`config.mk`:
```
export PLATFORM = sky130hd
export DESIGN_NAME = multi_timer_bank
export DESIGN_NICKNAME = d
export VERILOG_FILES = /design/src/rtl/multi_timer_bank.sv
export SDC_FILE = /design/constraint.sdc
export NUM_CORES = 1
export LEC_CHECK = 0
export BUFFER_PORTS_ARGS = -buffer_cell sky130_fd_sc_hd__buf_2
export CAP_MARGIN = 20
export CORE_ASPECT_RATIO = 1.2
export CORE_UTILIZATION = 47
export CTS_CLUSTER_DIAMETER = 30
export DETAILED_ROUTE_END_ITERATION = 16
export PLACE_DENSITY = 0.72
export SETUP_SLACK_MARGIN = 0.15
export SLEW_MARGIN = 15
export SYNTH_ARGS = -nofsm -noshare
export SYNTH_HDL_FRONTEND = slang
export SYNTH_SLANG_ARGS = --single-unit
```
`constraint.sdc`:
```
create_clock -name clk_1k -period 8.9 [get_ports clk_1k]
set_clock_uncertainty 0.2 [all_clocks]
set_input_delay 2.225 -clock clk_1k [delete_from_list [all_inputs] [get_ports clk_1k]]
set_output_delay 2.225 -clock clk_1k [all_outputs]
set_load 0.005 [all_outputs]
```
`src/rtl/multi_timer_bank.sv`:
```
`timescale 1ns/1ps
// multi_timer_bank: NUM_CH independent H:M:S countdown timers sharing one button set and
// one 1 Hz tick. Buttons and the BCD display target the channel chosen by sel_ch.
module multi_timer_bank #(
  parameter int NUM_CH    = 4,
  parameter int CH_W      = 2,
  parameter int HOUR_MAX  = 23,
  parameter int ADD_A_MIN = 5,
  parameter int ADD_B_MIN = 10,
  parameter int RING_SECS = 10
) (
  input  logic                clk_1k,
  input  logic                rst_n,
  input  logic                tick_1hz,
  input  logic [CH_W-1:0]     sel_ch,
  input  logic                btn_h_inc,
  input  logic                btn_m_inc,
  input  logic                btn_s_inc,
  input  logic                btn_start,
  input  logic                btn_clear,
  input  logic                btn_ack,
  input  logic                btn_add_a,
  input  logic                btn_add_b,
  output logic [3:0]          tm_h_tens,
  output logic [3:0]          tm_h_ones,
  output logic [3:0]          tm_m_tens,
  output logic [3:0]          tm_m_ones,
  output logic [3:0]          tm_s_tens,
  output logic [3:0]          tm_s_ones,
  output logic [1:0]          disp_state,
  output logic [2*NUM_CH-1:0] ch_state,
  output logic [NUM_CH-1:0]   ring_mask,
  output logic                led_blink,
  output logic                piezo_out
);
  localparam int H_W     = $clog2(HOUR_MAX + 1);
  localparam int MAX_MIN = HOUR_MAX * 60 + 59;

  typedef enum logic [1:0] {IDLE = 2'd0, RUNNING = 2'd1, PAUSED = 2'd2, RINGING = 2'd3} state_t;
  typedef enum logic [3:0] {B_NONE, B_CLEAR, B_ACK, B_START, B_ADD_A, B_ADD_B, B_H, B_M, B_S} btn_t;
  typedef struct packed { logic [H_W-1:0] h; logic [5:0] m; logic [5:0] s; } hms_t;
  typedef struct packed { state_t st; logic [7:0] rc; hms_t t; } ch_t;

  ch_t    ch_q [NUM_CH];
  btn_t   btn;
  hms_t   shown;
  state_t shown_st;
  logic   any_ring;
  logic   pz_div;

  function automatic logic is_zero(hms_t v);
    return v == '0;
  endfunction

  function automatic hms_t dec_hms(hms_t v);
    hms_t r = v;
    if (v.s != 6'd0) r.s = v.s - 6'd1;
    else if (v.m != 6'd0) begin
      r.m = v.m - 6'd1;
      r.s = 6'd59;
    end else if (v.h != '0) begin
      r.h = v.h - H_W'(1);
      r.m = 6'd59;
      r.s = 6'd59;
    end
    return r;
  endfunction

  // Adds whole minutes with carry into hours; anything past HOUR_MAX:59 pins to HOUR_MAX:59:59.
  function automatic hms_t add_min(hms_t v, int n);
    hms_t r = v;
    int   tm;
    tm = int'(v.h) * 60 + int'(v.m) + n;
    if (tm > MAX_MIN) begin
      r.h = H_W'(HOUR_MAX);
      r.m = 6'd59;
      r.s = 6'd59;
    end else begin
      r.h = H_W'(tm / 60);
      r.m = 6'(tm % 60);
    end
    return r;
  endfunction

  // Tick effect is computed first; an honoured button on the selected channel then overrides it.
  function automatic ch_t step(ch_t c, logic tick, logic hit, btn_t b);
    ch_t  n = c;
    hms_t d = (tick && c.st == RUNNING) ? dec_hms(c.t) : c.t;
    if (tick) begin
      case (c.st)
        RUNNING: begin
          n.t = d;
          if (is_zero(d)) begin
            n.st = RINGING;
            n.rc = 8'(RING_SECS);
          end
        end
        RINGING: begin
          n.rc = c.rc - 8'd1;
          if (c.rc == 8'd1) n.st = IDLE;
        end
        default: ;
      endcase
    end
    if (hit) begin
      case (b)
        B_CLEAR: begin
          n.st = IDLE;
          n.rc = '0;
          n.t  = '0;
        end
        B_ACK: if (c.st == RINGING) begin
          n.st = IDLE;
          n.rc = '0;
          n.t  = c.t;
        end
        B_START: case (c.st)
          IDLE:    if (!is_zero(c.t)) n.st = RUNNING;
          RUNNING: begin
            n.st = PAUSED;
            n.t  = c.t;
            n.rc = c.rc;
          end
          PAUSED:  n.st = RUNNING;
          default: ;
        endcase
        B_ADD_A, B_ADD_B: if (c.st != RINGING) begin
          n.st = c.st;
          n.rc = c.rc;
          n.t  = add_min(d, (b == B_ADD_A) ? ADD_A_MIN : ADD_B_MIN);
        end
        B_H, B_M, B_S: if (c.st == IDLE || c.st == PAUSED) begin
          if (b == B_H) n.t.h = (c.t.h == H_W'(HOUR_MAX)) ? '0 : c.t.h + H_W'(1);
          if (b == B_M) n.t.m = (c.t.m == 6'd59) ? 6'd0 : c.t.m + 6'd1;
          if (b == B_S) n.t.s = (c.t.s == 6'd59) ? 6'd0 : c.t.s + 6'd1;
        end
        default: ;
      endcase
    end
    return n;
  endfunction

  always_comb begin
    // NOTE: default assigned first so every path drives btn and no latch is inferred.
    btn = B_NONE;
    if      (btn_clear) btn = B_CLEAR;
    else if (btn_ack)   btn = B_ACK;
    else if (btn_start) btn = B_START;
    else if (btn_add_a) btn = B_ADD_A;
    else if (btn_add_b) btn = B_ADD_B;
    else if (btn_h_inc) btn = B_H;
    else if (btn_m_inc) btn = B_M;
    else if (btn_s_inc) btn = B_S;
  end

  always_ff @(posedge clk_1k or negedge rst_n) begin
    if (!rst_n) begin
      // NOTE: the channel array is plain flops rather than RAM, so every entry is reset.
      for (int k = 0; k < NUM_CH; k++) ch_q[k] <= '0;
    end else begin
      // NOTE: non-blocking so every channel steps from its own pre-edge value.
      for (int k = 0; k < NUM_CH; k++)
        ch_q[k] <= step(ch_q[k], tick_1hz, sel_ch == CH_W'(k), btn);
    end
  end

  always_comb begin
    ch_state  = '0;
    ring_mask = '0;
    for (int k = 0; k < NUM_CH; k++) begin
      ch_state[2*k +: 2] = ch_q[k].st;
      ring_mask[k]       = (ch_q[k].st == RINGING);
    end
  end

  // Out-of-range selections blank the display.
  always_comb begin
    shown    = '0;
    shown_st = IDLE;
    if (int'(sel_ch) < NUM_CH) begin
      shown    = ch_q[sel_ch].t;
      shown_st = ch_q[sel_ch].st;
    end
  end

  assign tm_h_tens  = 4'(shown.h / 10);
  assign tm_h_ones  = 4'(shown.h % 10);
  assign tm_m_tens  = 4'(shown.m / 10);
  assign tm_m_ones  = 4'(shown.m % 10);
  assign tm_s_tens  = 4'(shown.s / 10);
  assign tm_s_ones  = 4'(shown.s % 10);
  assign disp_state = shown_st;
  assign any_ring   = |ring_mask;

  // pz_div halves the toggle rate so piezo_out changes every second clk_1k cycle.
  always_ff @(posedge clk_1k or negedge rst_n) begin
    if (!rst_n) begin
      led_blink <= 1'b0;
      pz_div    <= 1'b0;
      piezo_out <= 1'b0;
    end else if (!any_ring) begin
      led_blink <= 1'b0;
      pz_div    <= 1'b0;
      piezo_out <= 1'b0;
    end else begin
      if (tick_1hz) led_blink <= ~led_blink;
      pz_div <= ~pz_div;
      if (pz_div) piezo_out <= ~piezo_out;
    end
  end
endmodule

```
==> results.py, run 1 <==
metrics = {
    "sta": {
        "finalCritPeriodShare_pct": 100,
        "relSlewSlack_pct": 35.2,
        "drv_slew": 0,
        "worstMarginPinSlew_ns": 0.963,
        "setup_violations": 4,
        "clock.fmax_ghz": 0.112,
        "period_needed_ns": 8.93,
        "fin_ws_ns": -0.0254,
        "rsz0062_at_grt": "yes",
        "hold_violations": 0,
    },
    "synthesis": {
        "synth_largest_area_cell": "dfrtp_1",
        "synth-seq-cells": 111,
        "synthesis.area_mm2": 0.0196,
        "yosys-top-cells-area": "dfrtp_1, ha_1, o21ai_0",
        "ys_seq_area_share_pct": 14.2,
        "yosys-top-cells-count": "nor2_1, nand2_1, o21ai_0, a21oi_1, inv_1",
        "synth_edf_count": 0,
        "ys_warn_count": 0,
        "synth.top_cell.area_share_pct": 14.2,
        "syn_avg_cell_area_um2": 7.21,
        "synth_cell_types": 115,
        "async_flop_share_pct": 100,
        "syn-instance-count": 2716,
        "yosysMostFrequentCell": "nor2_1",
        "synth-main-ff-cell": "dfrtp_1",
    },
    "run": {
        "cap_violations": 0,
    },
    "clocking": {
        "numCtsBuffers": 9,
        "clockBufferDepth": 2,
        "cts_sinks": 111,
        "path_clk_slew_ns": 0.09,
        "hold_buffers": 0,
        "root_buffer": "clkbuf_16",
        "cts_tree": "yes",
        "h-tree-depth": 3,
        "clkLatencyLatePin_ns": 0.39,
    },
    "outcome": {
        "violations": "negative setup slack",
        "status": "complete, but fails checks",
    },
    "global_route": {
        "grt_pass1_wl_um": 114000,
        "grt_max_degree": 61,
        "grt_pass1_vias": 22800,
        "grt_antenna_before_repair": 1,
        "grt_use_total_pct": 32.7,
        "grt-ovfl-total": 0,
    },
    "final_layout": {
        "layout-drive-gt1-share_pct": 28.0,
        "nNetsFinal": 3270,
        "fin_area_mm2": 0.0255,
        "insertedDiodeCount": 0,
        "syn2layout_area_growth_pct": 30.3,
    },
    "placement": {
        "portBuffers": 48,
        "placed_area_mm2": 0.0235,
        "place_hpwl_um": 52600,
        "routabilityCongestion": 0.966,
    },
    "floorplanning": {
        "floorplan.initialDensity_pct": 47.8,
        "core-area_mm2": 0.0409,
        "die_area_mm2": 0.0425,
        "die_h_um": 226,
        "pin_count": 53,
        "core.rowCount": 81,
        "fp.dieW_um": 188,
    },
    "setup_path": {
        "critPathLaunchType": "input pin",
        "critPathBufInv": 7,
        "path_delay_family": "compound AO/OA/AOI/OAI gates",
        "worstPathMaxFanout": 6,
        "critical_path_required_ns": 9.03,
        "critPathCaptureType": "flip-flop",
        "critical_path_class": "input pin to flip-flop",
        "critPathArrivalTime_ns": 9.05,
        "critPathMaxStageDelay_ns": 0.53,
        "cp_slowest_cell": "fa_1",
        "worst_path_most_repeated_cell": "inv_2",
        "r2r_setup_slack_ns": 0.74,
    },
    "drt": {
        "via_count": 23300,
        "dr.pass1.iters": 6,
        "drt-total-wl_um": 71600,
        "drc": 0,
        "wl_per_cell_um": 19.7,
        "vias_per_cell": 6.43,
        "drtIter0Drc": 1904,
        "ant_nets": 0,
    },
    "min_path": {
        "hold_class": "flip-flop to flip-flop",
    },
}
## worst register-to-register path, delay by kind of cell, from the launching register on
kind	cells	cell delay, ns
buffers and inverters	4	0.35
flip-flops	1	0.49
AO/OA/AOI/OAI	9	1.73
AND/OR/NAND/NOR	12	3.20
adder cells (fa/ha/maj)	6	2.12
## per-layer routing
metal	wire length (µm)	global-route usage (%)	vias to the layer above	part of all wire (%)
li1	-	-	10800	-
met1	27300	37.4	11000	38
met2	34600	56.7	1113	48
met3	5470	5.47	331	7.6
met4	4280	20.2	2	6.0
met5	17	0	-	0.024
## registers in the layout, summed over array words and instances, names as in the netlist
| register | flops |
|---|---|
| ch_state | 8 |
| led_blink | 1 |
| pz_div | 1 |
| ch_q | 100 |
| piezo_out | 1 |
## cell usage in the layout, fill, tap and decap left out, types with 16 or more instances in the layout
cell type	count
a211oi_1	33
a21o_1	37
a21oi_1	198
a21oi_2	21
a221oi_1	18
a22oi_1	20
a31oi_1	42
and2_1	24
and3_1	20
buf_2	47
buf_4	418
buf_6	21
dfrtp_1	111
fa_1	31
ha_1	133
inv_1	135
inv_2	16
mux2i_1	19
mux4_2	19
nand2_1	233
nand2b_1	24
nand3_1	82
nand4_1	27
nor2_1	250
nor2b_1	28
nor3_1	81
nor4_1	24
o211ai_1	35
o21a_1	23
o21ai_0	211
o21ai_1	23
o21ai_2	16
o221ai_1	16
o22ai_1	27
o31ai_1	16
or2_2	18
or3_1	23
xnor2_1	77
xor2_1	34
## final timing paths
path	cells past startpoint	end	start
worst max-delay path	34	ch_q[90]	tick_1hz
worst min-delay path	1	pz_div	pz_div
worst max register to register	31	ch_q[8]	ch_q[0]
worst min register to register	1	pz_div	pz_div
max in group asynchronous	2	ch_q[35]	rst_n
min in group asynchronous	1	ch_q[17]	rst_n
## cells by family after synthesis
family                     Yosys count  share of synthesized area, %
adders and majority gates          175                          12.4
buffers and inverters              288                          5.78
xor gates and xnor gates           139                          6.48
other                                1                        0.0192
and+or+nand+nor                   1003                          25.0
AOI/OAI and AO/OA                  939                          31.8
DFF                                111                          14.2
muxes                               60                          4.39
## per-stage QoR
step           setup WS, ns  util (%)  setup TNS (ns)  hold WS [ns]  instances
2_1_floorplan        -0.302         -           -1.04         0.225       2719
3_3_place_gp         -0.433      57.4           -6.42         0.236       3535
3_5_place_dp         -0.605      57.4          -10.95         0.250       3535
4_1_cts              0.0906      59.8               0         0.260       3586
5_1_grt              -0.330      62.3           -4.35         0.276       3627
6_report            -0.0254      62.3         -0.0699         0.250       3627
## area by class of cell
class / count / area (µm²)
Clock inverter: 6 / 53.8
Multi-Input combinational cell: 2320 / 17500
Timing Repair Buffer: 491 / 3690
Clock buffer: 9 / 225
Sequential cell: 111 / 2780
Fill cell: 3567 / 15400
Tap cell: 539 / 674
Inverter: 151 / 567
## timing repair
item                                    CTS  global route
gates cloned                              1             0
setup buffers                            35            40
pin swaps                                68            90
gates resized for setup                  86           161
endpoints found under the setup margin   23            24
Power of run 1 is left out: the tool's default activity adds up to more than one toggle a clock period on the data nets, which glitch-free logic cannot reach.
==> run 2: changes to the inputs <==
==> constraint.sdc (replaced) <==
create_clock -name clk_1k -period 8.9 [get_ports clk_1k]
set_clock_uncertainty 0.2 [all_clocks]
set_input_delay 0.445 -clock clk_1k [delete_from_list [all_inputs] [get_ports clk_1k]]
set_output_delay 0.445 -clock clk_1k [all_outputs]
set_load 0.005 [all_outputs]
==> run 2 against run 1 <==
  * The run now ends clean
  * Design area down 16%
  * Non-clock buffer count down 347
  * Critical path depth down 3
  * Worst hold slack about the same
  * Register-to-register slack worse by 0.27 ns
  * Sequential share of layout area up 2.1 points
  * Worst setup slack better by 0.49 ns
  * First-iteration DRC count up 2.9%
  * Die area unchanged
  * Via count down 6.9%
  * Maximum frequency up 5.9%
  * Utilization down 9.9 points
  * Largest cell class unchanged
==> results.py, run 2 (same netlist as run 1, synthesis figures left out) <==
metrics = {
    "outcome": {
        "status": "complete, no violations",
    },
    "drt": {
        "drt-total-wl_um": 67600,
        "wl_per_cell_um": 20.6,
        "via_count": 21700,
        "drc": 0,
        "vias_per_cell": 6.61,
        "dr.pass1.iters": 7,
        "ant_nets": 0,
        "drtIter0Drc": 1960,
    },
    "sta": {
        "relSlewSlack_pct": 34.8,
        "hold_ws_ns": 0.251,
        "worstMarginPinSlew_ns": 0.970,
        "rsz0062_at_grt": "yes",
        "tns_ns": 0,
        "drv_slew": 0,
        "setup_violations": 0,
        "hold_violations": 0,
        "finalCritPeriodShare_pct": 94.7,
        "period_needed_ns": 8.43,
        "clock.fmax_ghz": 0.119,
    },
    "clocking": {
        "clockBufferDepth": 2,
        "root_buffer": "clkbuf_16",
        "cts_tree": "yes",
        "cts_sinks": 111,
        "numCtsBuffers": 9,
        "h-tree-depth": 3,
        "clkLatencyLatePin_ns": 0.39,
        "path_clk_slew_ns": 0.10,
    },
    "setup_path": {
        "rr_endpoint": "ch_q[90]",
        "critPathArrivalTime_ns": 8.56,
        "critical_path_required_ns": 9.03,
        "worstPathMaxFanout": 9,
        "r2r_start": "ch_q[83]",
        "crit_cells": 31,
        "critPathMaxStageDelay_ns": 0.51,
        "cp_slowest_cell": "fa_1",
        "critPathLaunchType": "flip-flop",
        "critPathCaptureType": "flip-flop",
        "rr_worst_depth": 31,
        "r2r_setup_slack_ns": 0.47,
        "path_delay_family": "simple AND/OR/NAND/NOR gates",
        "critical_path_class": "flip-flop to flip-flop",
        "critPathBufInv": 4,
    },
    "global_route": {
        "grt_pass1_vias": 20800,
        "grt_use_total_pct": 30.9,
        "grt_max_degree": 68,
        "grt_antenna_before_repair": 1,
        "grt_pass1_wl_um": 107000,
        "grt-ovfl-total": 0,
    },
    "final_layout": {
        "fin_area_mm2": 0.0215,
        "layout_common_cells": "nor2_1, nand2_1, o21ai_0",
        "syn2layout_area_growth_pct": 9.65,
        "nNetsFinal": 2924,
        "final_common_cell": "nor2_1",
        "top_register": "ch_q",
        "largest_reg_flops": 100,
        "layout-drive-gt1-share_pct": 12.5,
        "insertedDiodeCount": 0,
        "post-route-util_pct": 52.4,
    },
    "placement": {
        "routabilityCongestion": 0.975,
        "portBuffers": 48,
        "placed_area_mm2": 0.0206,
        "place_hpwl_um": 50300,
    },
    "floorplanning": {
        "core.rowCount": 81,
        "die_h_um": 226,
        "die_area_mm2": 0.0425,
        "core-area_mm2": 0.0409,
        "fp.dieW_um": 188,
        "pin_count": 53,
        "floorplan.initialDensity_pct": 47.8,
    },
    "min_path": {
        "hold_class": "flip-flop to flip-flop",
        "hp-start": "pz_div",
        "holdPathEnd": "pz_div",
        "whs_path_depth": 1,
    },
    "run": {
        "cap_violations": 0,
    },
}
## run 2: cell count changes in the layout (fill, tap and decap cells not counted), moves of 8 or more
cell / delta
buf_4: -324
buf_6: -21
a21oi_1: +18
nand2_1: +18
o21ai_0: +15
inv_1: +14
inv_2: -14
nor2_1: +12
a21oi_2: -11
nand2_2: -10
nand3_1: +10
nor3_1: +10
ha_1: +8
ha_4: -8
## run 2: routing by layer
layer	wire length (µm)	up-vias	track usage, %
li1	-	10100	-
met2	31200	1097	51.7
met5	13	-	0
met4	3940	2	17.8
met1	27200	10200	37.8
met3	5240	254	4.61
## run 2: cell type report
type	count	area, µm²
Fill cell	3954	19500
Multi-Input combinational cell	2321	16200
Sequential cell	111	2780
Timing Repair Buffer	144	961
Tap cell	539	674
Inverter	151	567
Clock buffer	9	225
Clock inverter	7	85.1
## run 2: timing repair
action | CTS | global route
endpoints found under the hold margin | 44 | 0
endpoints found under the setup margin | 1 | 21
gates cloned | 0 | 1
setup buffers | 0 | 12
gates resized for setup | 1 | 90
hold buffers | 1 | 0
pin swaps | 0 | 10
## run 2: worst max-delay path by stage
stage                        start  slack, ns       end
after global routing      ch_q[83]       0.10  ch_q[90]
final                     ch_q[83]       0.47  ch_q[90]
after detailed placement   ch_q[0]       0.13   ch_q[8]
after floorplan           ch_q[54]       0.73  ch_q[65]
after CTS                 ch_q[91]       0.19  ch_q[90]
after global placement     ch_q[0]       0.42   ch_q[8]
## run 2: stage by stage
stage               cells  setup WS (ns)
floorplan            2719          0.727
global placement     3250          0.417
detailed placement   3250          0.130
CTS                  3267          0.195
global route         3282          0.102
finish               3282          0.469
## run 2: worst register-to-register path: cells and delay by family (launching register included)
kind / cells / cell delay, ns
xor+xnor: 1 / 0.39
simple gates: 13 / 2.71
compound gates: 8 / 2.03
flops: 1 / 0.49
buf+inv: 4 / 0.32
fa+ha+maj: 5 / 2.22
Power of run 2 is left out for the same reason.
